==> config.mk <==
export PLATFORM = sky130hd
export DESIGN_NAME = preview_record_reader
export DESIGN_NICKNAME = d
export VERILOG_FILES = /design/src/rtl/preview_record_reader.sv
export SDC_FILE = /design/constraint.sdc
export NUM_CORES = 1
export LEC_CHECK = 0
export ABC_AREA = 0
export CAP_MARGIN = 20
export CORE_ASPECT_RATIO = 1.75
export CORE_UTILIZATION = 40
export DETAILED_ROUTE_END_ITERATION = 10
export GPL_TIMING_DRIVEN = 0
export PLACE_DENSITY = 0.7
export SYNTH_ARGS = -nofsm -noshare
export SYNTH_HDL_FRONTEND = slang
export SYNTH_SLANG_ARGS = --single-unit
==> constraint.sdc <==
create_clock -name clk -period 2.8 [get_ports clk]
set_input_delay 0.84 -clock clk [delete_from_list [all_inputs] [get_ports clk]]
set_output_delay 0.84 -clock clk [all_outputs]
set_load 0.05 [all_outputs]
==> src/rtl/preview_record_reader.sv <==
// rtl/preview_record_reader.sv - decodes short/long records from a show-ahead FIFO into a 2-entry output buffer
module preview_record_reader #(
    parameter int WIDTH       = 32,
    parameter int CNT_W       = 16,
    parameter int STALL_LIMIT = 255
) (
    input  logic             clk,
    input  logic             nrst,
    input  logic [1:0]       f_empty,
    input  logic [WIDTH-1:0] f_od0,
    input  logic [WIDTH-1:0] f_od1,
    output logic [2:0]       f_rdreq,
    input  logic             flush,
    output logic             rec_valid,
    input  logic             rec_ready,
    output logic             rec_long,
    output logic [WIDTH-1:0] rec_w0,
    output logic [WIDTH-1:0] rec_w1,
    output logic [CNT_W-1:0] short_cnt,
    output logic [CNT_W-1:0] long_cnt,
    output logic             err_stall
);

    localparam int SW = $clog2(STALL_LIMIT + 1);

    logic [1:0]       occ;
    logic             tail_long;
    logic [WIDTH-1:0] tail_w0;
    logic [WIDTH-1:0] tail_w1;
    logic [SW-1:0]    stall_cnt;

    logic             avail1;
    logic             avail2;
    logic             hdr_long;
    logic             push;
    logic             push_long;
    logic [WIDTH-1:0] new_w1;
    logic             pop;
    logic             stall_cond;

    assign avail1    = ~&f_empty;
    assign avail2    = ~|f_empty;
    assign hdr_long  = f_od0[WIDTH-1];
    assign rec_valid = (occ != 2'd0);
    assign pop       = rec_valid & rec_ready;
    assign new_w1    = push_long ? f_od1 : '0;

    // Read decisions depend only on registered occupancy and FIFO flags, never on rec_ready.
    always_comb begin
        f_rdreq   = 3'b001;
        push      = 1'b0;
        push_long = 1'b0;
        if (nrst) begin
            if (flush) begin
                if (avail2)
                    f_rdreq = 3'b100;
                else if (avail1)
                    f_rdreq = 3'b010;
            end else if (occ < 2'd2) begin
                if (!hdr_long && avail1) begin
                    f_rdreq = 3'b010;
                    push    = 1'b1;
                end else if (hdr_long && avail2) begin
                    f_rdreq   = 3'b100;
                    push      = 1'b1;
                    push_long = 1'b1;
                end
            end
        end
    end

    assign stall_cond = !flush && (occ < 2'd2) && hdr_long && avail1 && !avail2;

    always_ff @(posedge clk) begin
        if (!nrst) begin
            occ       <= 2'd0;
            rec_long  <= 1'b0;
            rec_w0    <= '0;
            rec_w1    <= '0;
            tail_long <= 1'b0;
            tail_w0   <= '0;
            tail_w1   <= '0;
        end else begin
            case (occ)
                2'd0: begin
                    if (push) begin
                        rec_long <= push_long;
                        rec_w0   <= f_od0;
                        rec_w1   <= new_w1;
                        occ      <= 2'd1;
                    end
                end
                2'd1: begin
                    if (push && pop) begin
                        rec_long <= push_long;
                        rec_w0   <= f_od0;
                        rec_w1   <= new_w1;
                    end else if (push) begin
                        tail_long <= push_long;
                        tail_w0   <= f_od0;
                        tail_w1   <= new_w1;
                        occ       <= 2'd2;
                    end else if (pop) begin
                        occ <= 2'd0;
                    end
                end
                2'd2: begin
                    // push is gated off at occupancy 2, so only a pop can happen here
                    if (pop) begin
                        rec_long <= tail_long;
                        rec_w0   <= tail_w0;
                        rec_w1   <= tail_w1;
                        occ      <= 2'd1;
                    end
                end
                default: occ <= 2'd0;
            endcase
        end
    end

    always_ff @(posedge clk) begin
        if (!nrst) begin
            short_cnt <= '0;
            long_cnt  <= '0;
        end else if (push) begin
            if (push_long) begin
                if (long_cnt != {CNT_W{1'b1}})
                    long_cnt <= long_cnt + 1'b1;
            end else begin
                if (short_cnt != {CNT_W{1'b1}})
                    short_cnt <= short_cnt + 1'b1;
            end
        end
    end

    // err_stall rises on the edge where the run of stalled cycles reaches STALL_LIMIT.
    always_ff @(posedge clk) begin
        if (!nrst) begin
            stall_cnt <= '0;
            err_stall <= 1'b0;
        end else if (stall_cond) begin
            if (stall_cnt != SW'(STALL_LIMIT))
                stall_cnt <= stall_cnt + 1'b1;
            if (stall_cnt >= SW'(STALL_LIMIT - 1))
                err_stall <= 1'b1;
        end else begin
            stall_cnt <= '0;
        end
    end

endmodule
=== Word level (Yosys, flattened, before mapping) ===
Cells that the tools add are included.

* Output and inout port bits: 102
* Register bits: 173
* Bits of input ports: 70
* Logic and storage cells: 87

* Add/sub/neg operators: 3
* Bitwise gates (word level): 3
* Muxes and demuxes: 35
* Order comparisons: 2
* Reduce and logical (&&, ||, !) cells: 23
* Equal/unequal tests: 10

{| class="wikitable"
|+ Operator list
! cell !! number
|-
| 32-bit two-way mux || 7
|-
| 32-bit case mux with 3 select lines || 2
|-
| 16-bit by 1-bit adder with 16-bit output (second input constant) || 2
|-
| 16-bit inequality test (second input constant) || 2
|-
| 3-bit two-way mux || 6
|-
| 1-bit two-way mux || 12
|-
| 2-bit two-way mux || 6
|-
| 3-bit AND reduction || 3
|-
| 8-bit by 1-bit adder with 8-bit output (second input constant) || 1
|-
| 8-bit >= comparator (second input constant) || 1
|-
| 2-bit inequality test (second input constant) || 4
|-
| 8-bit inequality test (second input constant) || 1
|-
| 4-bit AND reduction || 2
|-
| 1-bit logical AND || 7
|-
| 2-bit case mux with 3 select lines || 1
|-
| 2-bit AND reduction || 3
|-
| 1-bit zero test || 4
|-
| 3-bit inequality test (second input constant) || 1
|-
| 1-bit case mux with 3 select lines || 1
|-
| 3-bit nonzero test || 1
|-
| 2-bit by 1-bit equality test with 1-bit output (second input constant) || 1
|-
| 2-bit equality test (second input constant) || 1
|-
| 2-bit zero test || 1
|-
| 2-bit less-than comparator (second input constant) || 1
|-
| 4 further kinds || 5
|}

=== Logic depth before layout (Yosys ltp) ===
Gate-level depths: netlist (run 1).

* Depth in word-level cells: 11
* Depth in mapped cells: 9
* Gate-level depth less buffers: 7

=== Worst setup path after synthesis (run 1) ===
Ideal clock, no wire load.

* Path type: input port to output port
* Start point: in f_empty[0]
* End point: out f_rdreq[1]
* Slack: 0.028 ns
* Cell stages on the path: 4
* Arrival time: 1.932 ns
* Cell sequence: ha_1 > or2_2 > or2_0 > nand2_1

* Cells in the longest elaborated chain, start to end: 7

{| class="wikitable"
|+ RTL lines
! what !! RTL line !! text
|-
| start, declared || 9 || <nowiki>input logic [1:0] f_empty,</nowiki>
|-
| 2-bit AND reduction || 41 || <nowiki>assign avail1 = ~&f_empty;</nowiki>
|-
| 1-bit zero test || 41 ||
|-
| 1-bit logical AND || 60 || <nowiki>if (!hdr_long && avail1) begin</nowiki>
|-
| 3-bit two-way mux || 60 ||
|-
| 3-bit two-way mux || 59 || <nowiki>end else if (occ < 2'd2) begin</nowiki>
|-
| 3-bit two-way mux (*) || 54 || <nowiki>if (flush) begin</nowiki>
|-
| 3-bit two-way mux (*) || 53 || <nowiki>if (nrst) begin</nowiki>
|-
| end, declared || 12 || <nowiki>output logic [2:0] f_rdreq,</nowiki>
|}

Every way passes the cells marked *; elsewhere a longest branch is shown, timed or not.

=== Worst setup path after layout (run 1) ===
* Start point: in f_od0[31]
* End point: out f_rdreq[0]

* Cells in the longest elaborated chain, start to end: 6

{| class="wikitable"
|+ RTL lines
! what !! RTL line !! text
|-
| start, declared || 10 || <nowiki>input logic [WIDTH-1:0] f_od0,</nowiki>
|-
| 1-bit logical AND / 1-bit zero test (equally long branches) || 63, 60 ||
|-
| 3-bit two-way mux / 1-bit logical AND (equally long branches) || 63, 60 ||
|-
| 3-bit two-way mux (*) || 60 ||
|-
| 3-bit two-way mux (*) || 59 ||
|-
| 3-bit two-way mux (*) || 54 ||
|-
| 3-bit two-way mux (*) || 53 ||
|}

Marked as above.

==> results.ini, run 1 <==
[outcome]
outcome=finished clean

[synthesis]
syn_area_per_cell_um2=8.31
synthCells=872
synth_warnings=0
synth_flop_cell=dfxtp_1
synth_seq_area_share_pct=47.8
netlist_area_mm2=0.00725
synth.area.top_cells=dfxtp_1 (48%), nand2_1 (11%), a311oi_1 (7.0%), a21oi_1 (5.2%), nor3_1 (5.0%)
synth_cell_types=54
synth_top_cell_by_area=dfxtp_1
ys_seq_elements=173
synth_edf_count=0
syn-num-nets=948
synth_top_area_share_pct=47.8
async_reset_ff_share_pct=0

[hold_path]
min_to=tail_w0[18]
whs_path_depth=2
holdCritStartpoint=tail_w0[18]
hold_path.class=flip-flop to flip-flop

[worst_setup_path]
r2r_cells=8
r2r_slack_ns=0.49
worst-path-buf-inv=2
cp_top_family=buffers and inverters
worst-path-max-fanout=6
path_class=input port to primary output
crit_slowest_cell=or2_4
cp.required_ns=1.96
r2r-start=occ[1]
crit_chain=clkdlybuf4s15_2, or2_4, a21o_4, o21a_1, buf_6
start_kind=input port
max_stage_delay_ns=0.29
crit_arrival_ns=1.88
r2r_end=rec_w0[14]
end_kind=primary output

[timing]
setup_violations=0
worst_slack_ns=0.0752
finalHoldViolations=0
finalClockSkew_ns=0.0124
tightest_slew_ns=0.640
timing.fmax_mhz=367
min_period_ns=2.72
timing.final.max_slew_violations=0
slew_headroom_pct=57.3
rsz0062_at_grt=no
min_period_over_period_pct=97.3

[floorplanning]
rows=64
placeableCoreArea_mm2=0.0176
die_h_um=180
dieArea_mm2=0.0187
io_pins=172
dieWidth_um=104
start_util_pct=41.1

[clock_network]
hold_buffers=0
htree_num_levels=4
root_buffer=clkbuf_16
cts_tree=done
cts.sinks=173
cts_made_buffers=17
clkTransAtPathRegs_ns=0.06
clockBufferDepth=2
clkLatencyLatePin_ns=0.43

[route]
wirelength_mm=21.6
drt_pre_antenna_iters=5
drtIter0Drc=291
via_count=7006
postRouteAntennaNets=0
avgRoutedWirePerCell_um=16.5
avgViaCountPerCell=5.34
drc=0

[cells_and_area]
stdcell_area_mm2=0.00989
nFillCells=1671
syn_to_final_growth_pct=36.4
layout.nets=1144
drive_above_1_share_pct=8.70
final_common_cell=nand2_1
insertedDiodeCount=0
final_cell_mix=nand2_1 (205), dfxtp_1 (173), clkdlybuf4s50_1 (162), a21oi_1 (76), nor3_1 (73)

[placement]
hpwl_mm=16.1
placed_area_mm2=0.00925
dp_slack_ns=-1.30
gp_congestion=0.817
portBuffers=171

[global_routing]
grt_pass1_vias=6815
grt_max_degree=17
grt_pass1_wl_mm=34.5
overflow=0
globalRouteTotalUtil_pct=23.2
antenna_found_initial=0

[run]
cap_violations=0

[power]
power.density_mw_per_mm2=589
power_leakage_nw=3.38
ir_worst_vdd_uv=374

-- cells in the mapped netlist (2+ instances only) --
cell type    n
a211oi_1    11
a21oi_1     76
a22oi_1      6
a311oi_1    58
a31oi_1      4
and2_1       3
and3_1       8
buf_2       14
buf_4       12
buf_6        8
clkbuf_1    32
dfxtp_1    173
ha_1         6
inv_1       12
mux2i_1      3
nand2_1    205
nand2b_1     2
nand3_1     28
nand4_1      8
nor2_1      52
nor3_1      73
nor3b_1      3
nor4_1       5
nor4b_1      3
o211a_1      2
o211ai_1     5
o21a_1       2
o21ai_0      9
o21bai_1     2
o31ai_1      4
o41ai_1      2
or2_2        3
or3_1        4
xnor2_1     10
xor2_1       5
-- state kept, by name, indices dropped and copies added, names as in the netlist, 2 cells and up --
register   cells
rec_w0        32
rec_w1        32
tail_w0       32
tail_w1       32
long_cnt      16
short_cnt     16
stall_cnt      8
occ            2
-- through the flow --
stage,utilization (%),TNS (ns),instances,total power [mW],hold WS (ns)
2_1_floorplan,-,0,872,3.13,0.436
3_3_place_gp,52.5,-53.10,1274,3.47,0.442
3_5_place_dp,52.5,-54.55,1275,3.48,0.447
4_1_cts,56.2,0,1311,5.86,0.455
5_1_grt,56.1,0,1312,6.03,0.470
6_report,56.1,0,1312,5.82,0.454
-- worst min-delay path, delay by kind of cell, from the launching register on --
| family | cells | cell delay [ns] |
|---|---|---|
| compound gates | 1 | 0.05 |
| flops | 1 | 0.31 |
| simple gates | 1 | 0.05 |
-- cells by family (layout without fill, tap and decap cells) --
family                   Yosys count  count (layout)  synth area share, %
flip-flops                       173             173                 47.8
multiplexers                       3               3                0.414
buffers and inverters             79             288                 5.78
AND/OR/NAND/NOR                  409             409                 25.4
AO/OA/AOI/OAI                    187             187                 17.7
XOR/XNOR                          15              15                 1.81
adder cells (fa/ha/maj)            6               6                 1.04
-- layer usage --
layer / GRT usage, % / part of all wire [%] / vias up
li1: - / - / 3493
met1: 24.6 / 39 / 3286
met2: 44.4 / 54 / 186
met3: 3.62 / 3.4 / 41
met4: 10.6 / 3.0 / 0
met5: 0 / 0 / -
-- what timing repair did --
| item | in CTS | in global routing |
|---|---|---|
| hold endpoints to repair | 0 | 0 |
| setup endpoints to repair | 40 | 3 |
| pin swaps | 5 | 5 |
| resized for setup | 40 | 5 |
| gates cloned | 0 | 0 |
| buffers inserted | 4 | 1 |
-- worst max path at each step --
stage	startpoint	cells after the start	end	slack, ns
final	f_od0[31]	5	f_rdreq[0]	0.08
after global routing	f_od0[31]	5	f_rdreq[0]	0.05
after CTS	f_empty[0]	6	f_rdreq[1]	0.006
after detailed placement	nrst	5	f_rdreq[2]	-1.30
after global placement	nrst	5	f_rdreq[2]	-1.33
after floorplan	f_empty[0]	4	f_rdreq[1]	0.03
-- final cells by class --
cell class,count,area [um^2],area share (%)
sequential,173,3460,35.0
multi-input combinational,620,3370,34.1
timing repair buffer,177,1740,17.6
clock buffer,19,443,4.48
buffer,66,378,3.82
tap,231,289,2.92
clock inverter,13,156,1.58
inverter,13,48.8,0.494
-- report_power, final --
| part | switching (mW) | leakage, nW | internal (mW) | total (mW) |
|---|---|---|---|---|
| logic | 0.509 | 1.70 | 0.325 | 0.834 |
| registers | 0.0508 | 1.40 | 2.54 | 2.59 |
| clock network | 1.03 | 0.280 | 1.36 | 2.39 |
No activity file was read; power rests on OpenSTA's default activity.
==> run 2, diff against run 1 <==
--- a/config.mk
+++ b/config.mk
@@ -9,6 +9,7 @@
 export CAP_MARGIN = 20
 export CORE_ASPECT_RATIO = 1.75
 export CORE_UTILIZATION = 40
+export CTS_BUF_LIST = sky130_fd_sc_hd__clkbuf_16
 export DETAILED_ROUTE_END_ITERATION = 10
 export GPL_TIMING_DRIVEN = 0
 export PLACE_DENSITY = 0.7
==> run 2 against run 1 <==
Net effect:
- fmax barely moved
- clock skew barely moved
- die area did not move
- register-to-register slack barely moved
- global-route usage barely moved
- via count barely moved
- clock power barely moved
- final cell count did not move
- combinational power barely moved
- first-iteration DRC count rose by 9.6%
==> results.ini, run 2 (synthesis results as in run 1) <==
[timing]
slew_headroom_pct=56.7  ; -0.63 points
timing.fmax_mhz=367  ; about the same
min_period_over_period_pct=97.3  ; about the same
finalHoldViolations=0  ; unchanged
worst_slack_ns=0.0756  ; +0.000335 ns
timing.final.max_slew_violations=0  ; unchanged
rsz0062_at_grt=no
setup_violations=0  ; unchanged
fin_tns_setup_ns=0  ; unchanged
tightest_slew_ns=0.650  ; +0.00947 ns
finalClockSkew_ns=0.0123  ; -0.000147 ns
min_period_ns=2.72  ; -0.000335 ns

[cells_and_area]
fin_util_pct=56.1  ; -0.057 points
final_common_cell=nand2_1
final_cell_mix=nand2_1 (205), dfxtp_1 (173), clkdlybuf4s50_1 (162), a21oi_1 (76), nor3_1 (73)
drive_above_1_share_pct=8.60  ; -0.093 points
syn_to_final_growth_pct=36.3
layout.nets=1144  ; unchanged
nFillCells=1675  ; +0.24%
insertedDiodeCount=0  ; unchanged
register_area_mm2=0.00346  ; unchanged
multiInputGateArea_mm2=0.00337  ; unchanged

[route]
postRouteAntennaNets=0  ; unchanged
drc=0  ; unchanged
drtIter0Drc=319  ; +9.6%
avgRoutedWirePerCell_um=16.5  ; about the same
drt_pre_antenna_iters=5  ; unchanged
avgViaCountPerCell=5.34  ; about the same
via_count=7011  ; +0.071%
wirelength_mm=21.6  ; about the same

[hold_path]
hold_path.class=flip-flop to flip-flop

[global_routing]
globalRouteTotalUtil_pct=23.2  ; about the same
grt_max_degree=17  ; unchanged
grt_pass1_vias=6780  ; -0.51%
antenna_found_initial=0  ; unchanged
grt_pass1_wl_mm=34.5  ; about the same
overflow=0  ; unchanged

[floorplanning]
dieArea_mm2=0.0187  ; unchanged
rows=64  ; unchanged
die_h_um=180  ; unchanged
io_pins=172  ; unchanged
start_util_pct=41.1  ; unchanged
dieWidth_um=104  ; unchanged
placeableCoreArea_mm2=0.0176  ; unchanged

[worst_setup_path]
worst-path-max-fanout=6  ; unchanged
crit_slowest_cell=or2_4
end_kind=primary output
path_class=input port to primary output
crit_chain=clkdlybuf4s15_2, or2_4, a21o_4, o21a_1, buf_6
crit_arrival_ns=1.88  ; about the same
start_kind=input port
max_stage_delay_ns=0.29  ; about the same
cp.required_ns=1.96  ; about the same

[clock_network]
clkLatencyLatePin_ns=0.43  ; about the same
htree_num_levels=4  ; unchanged
clockBufferDepth=2  ; unchanged
cts.sinks=173  ; unchanged
cts_made_buffers=17  ; unchanged
root_buffer=clkbuf_16
clkTransAtPathRegs_ns=0.07  ; about the same
hold_buffers=0  ; unchanged
cts_tree=done

[power]
p_sw_mw=1.60  ; +0.13%
seqPwrFrac_pct=44.7  ; +0.2 points
pwr-share-comb_pct=14.4  ; about the same
ir_worst_vdd_uv=353  ; -5.7%
p_total_mw=5.79  ; -0.50%
swShare_pct=27.6  ; +0.17 points
power.density_mw_per_mm2=586  ; -0.40%
p_clk_share_pct=40.9  ; -0.3 points
intPower_mw=4.19  ; -0.73%
power_leakage_nw=3.38  ; about the same

[placement]
dp_slack_ns=-1.30  ; unchanged
hpwl_mm=16.1  ; unchanged
portBuffers=171  ; unchanged
gp_congestion=0.817  ; unchanged

[run]
cap_violations=0  ; unchanged

[outcome]
outcome=finished clean

[run 2: area by class of cell]
| class | count | share of cell area, % |
|---|---|---|
| plain buffers | 66 | 3.83 |
| clock buffers | 17 | 4.31 |
| clock inverters | 15 | 1.66 |
| inverters | 13 | 0.494 |
| multi-input cells | 620 | 34.1 |
| flip-flops and latches | 173 | 35.1 |
| well taps | 231 | 2.93 |
| repair buffers | 177 | 17.6 |
[run 2: path summary, 6_finish.rpt]
kind,endpoint,slack [ns],startpoint,cells after the start
setup / recovery,f_rdreq[0],0.08,f_od0[31],5
hold / removal,tail_w0[7],0.45,tail_w0[7],2
setup reg to reg,rec_w0[14],0.48,occ[1],8
hold reg to reg,tail_w0[7],0.45,tail_w0[7],2
[run 2: layer usage]
metal  routed length (um)  GRT usage (%)  part of all wire, %  up-vias
met2                11800           44.5                   54      200
met4                  679           10.4                  3.1        0
met5                    0              0                    0        -
met1                 8410           24.6                   39     3276
met3                  751           3.73                  3.5       43
li1                     -              -                    -     3492
[run 2: metrics by stage]
step           cell area [um^2]  instances  hold slack [ns]
6_report                   9880       1312            0.454
5_1_grt                    9880       1312            0.470
4_1_cts                    9880       1311            0.455
3_5_place_dp               9250       1275            0.447
3_3_place_gp               9250       1274            0.442
2_1_floorplan              7250        872            0.436
[run 2: power by group through the flow]
| stage | Clock [mW] | Sequential, mW | Combinational [mW] |
|---|---|---|---|
| 2_1_floorplan | 0 | 2.88 | 0.247 |
| 6_report | 2.37 | 2.59 | 0.835 |
| 4_1_cts | 2.40 | 2.59 | 0.838 |
| 3_3_place_gp | 0 | 2.64 | 0.825 |
| 3_5_place_dp | 0 | 2.65 | 0.831 |
| 5_1_grt | 2.51 | 2.60 | 0.880 |
[run 2: critical path: cells and delay by family]
kind,cells,cell delay [ns]
simple gates,1,0.29
compound gates,2,0.33
buf+inv,2,0.42
[run 2: what timing repair did]
item,4_1_cts,5_1_grt
buffers inserted,4,1
cloned,0,0
endpoints found under the setup margin,40,3
resized for setup,40,5
pin swaps,5,5
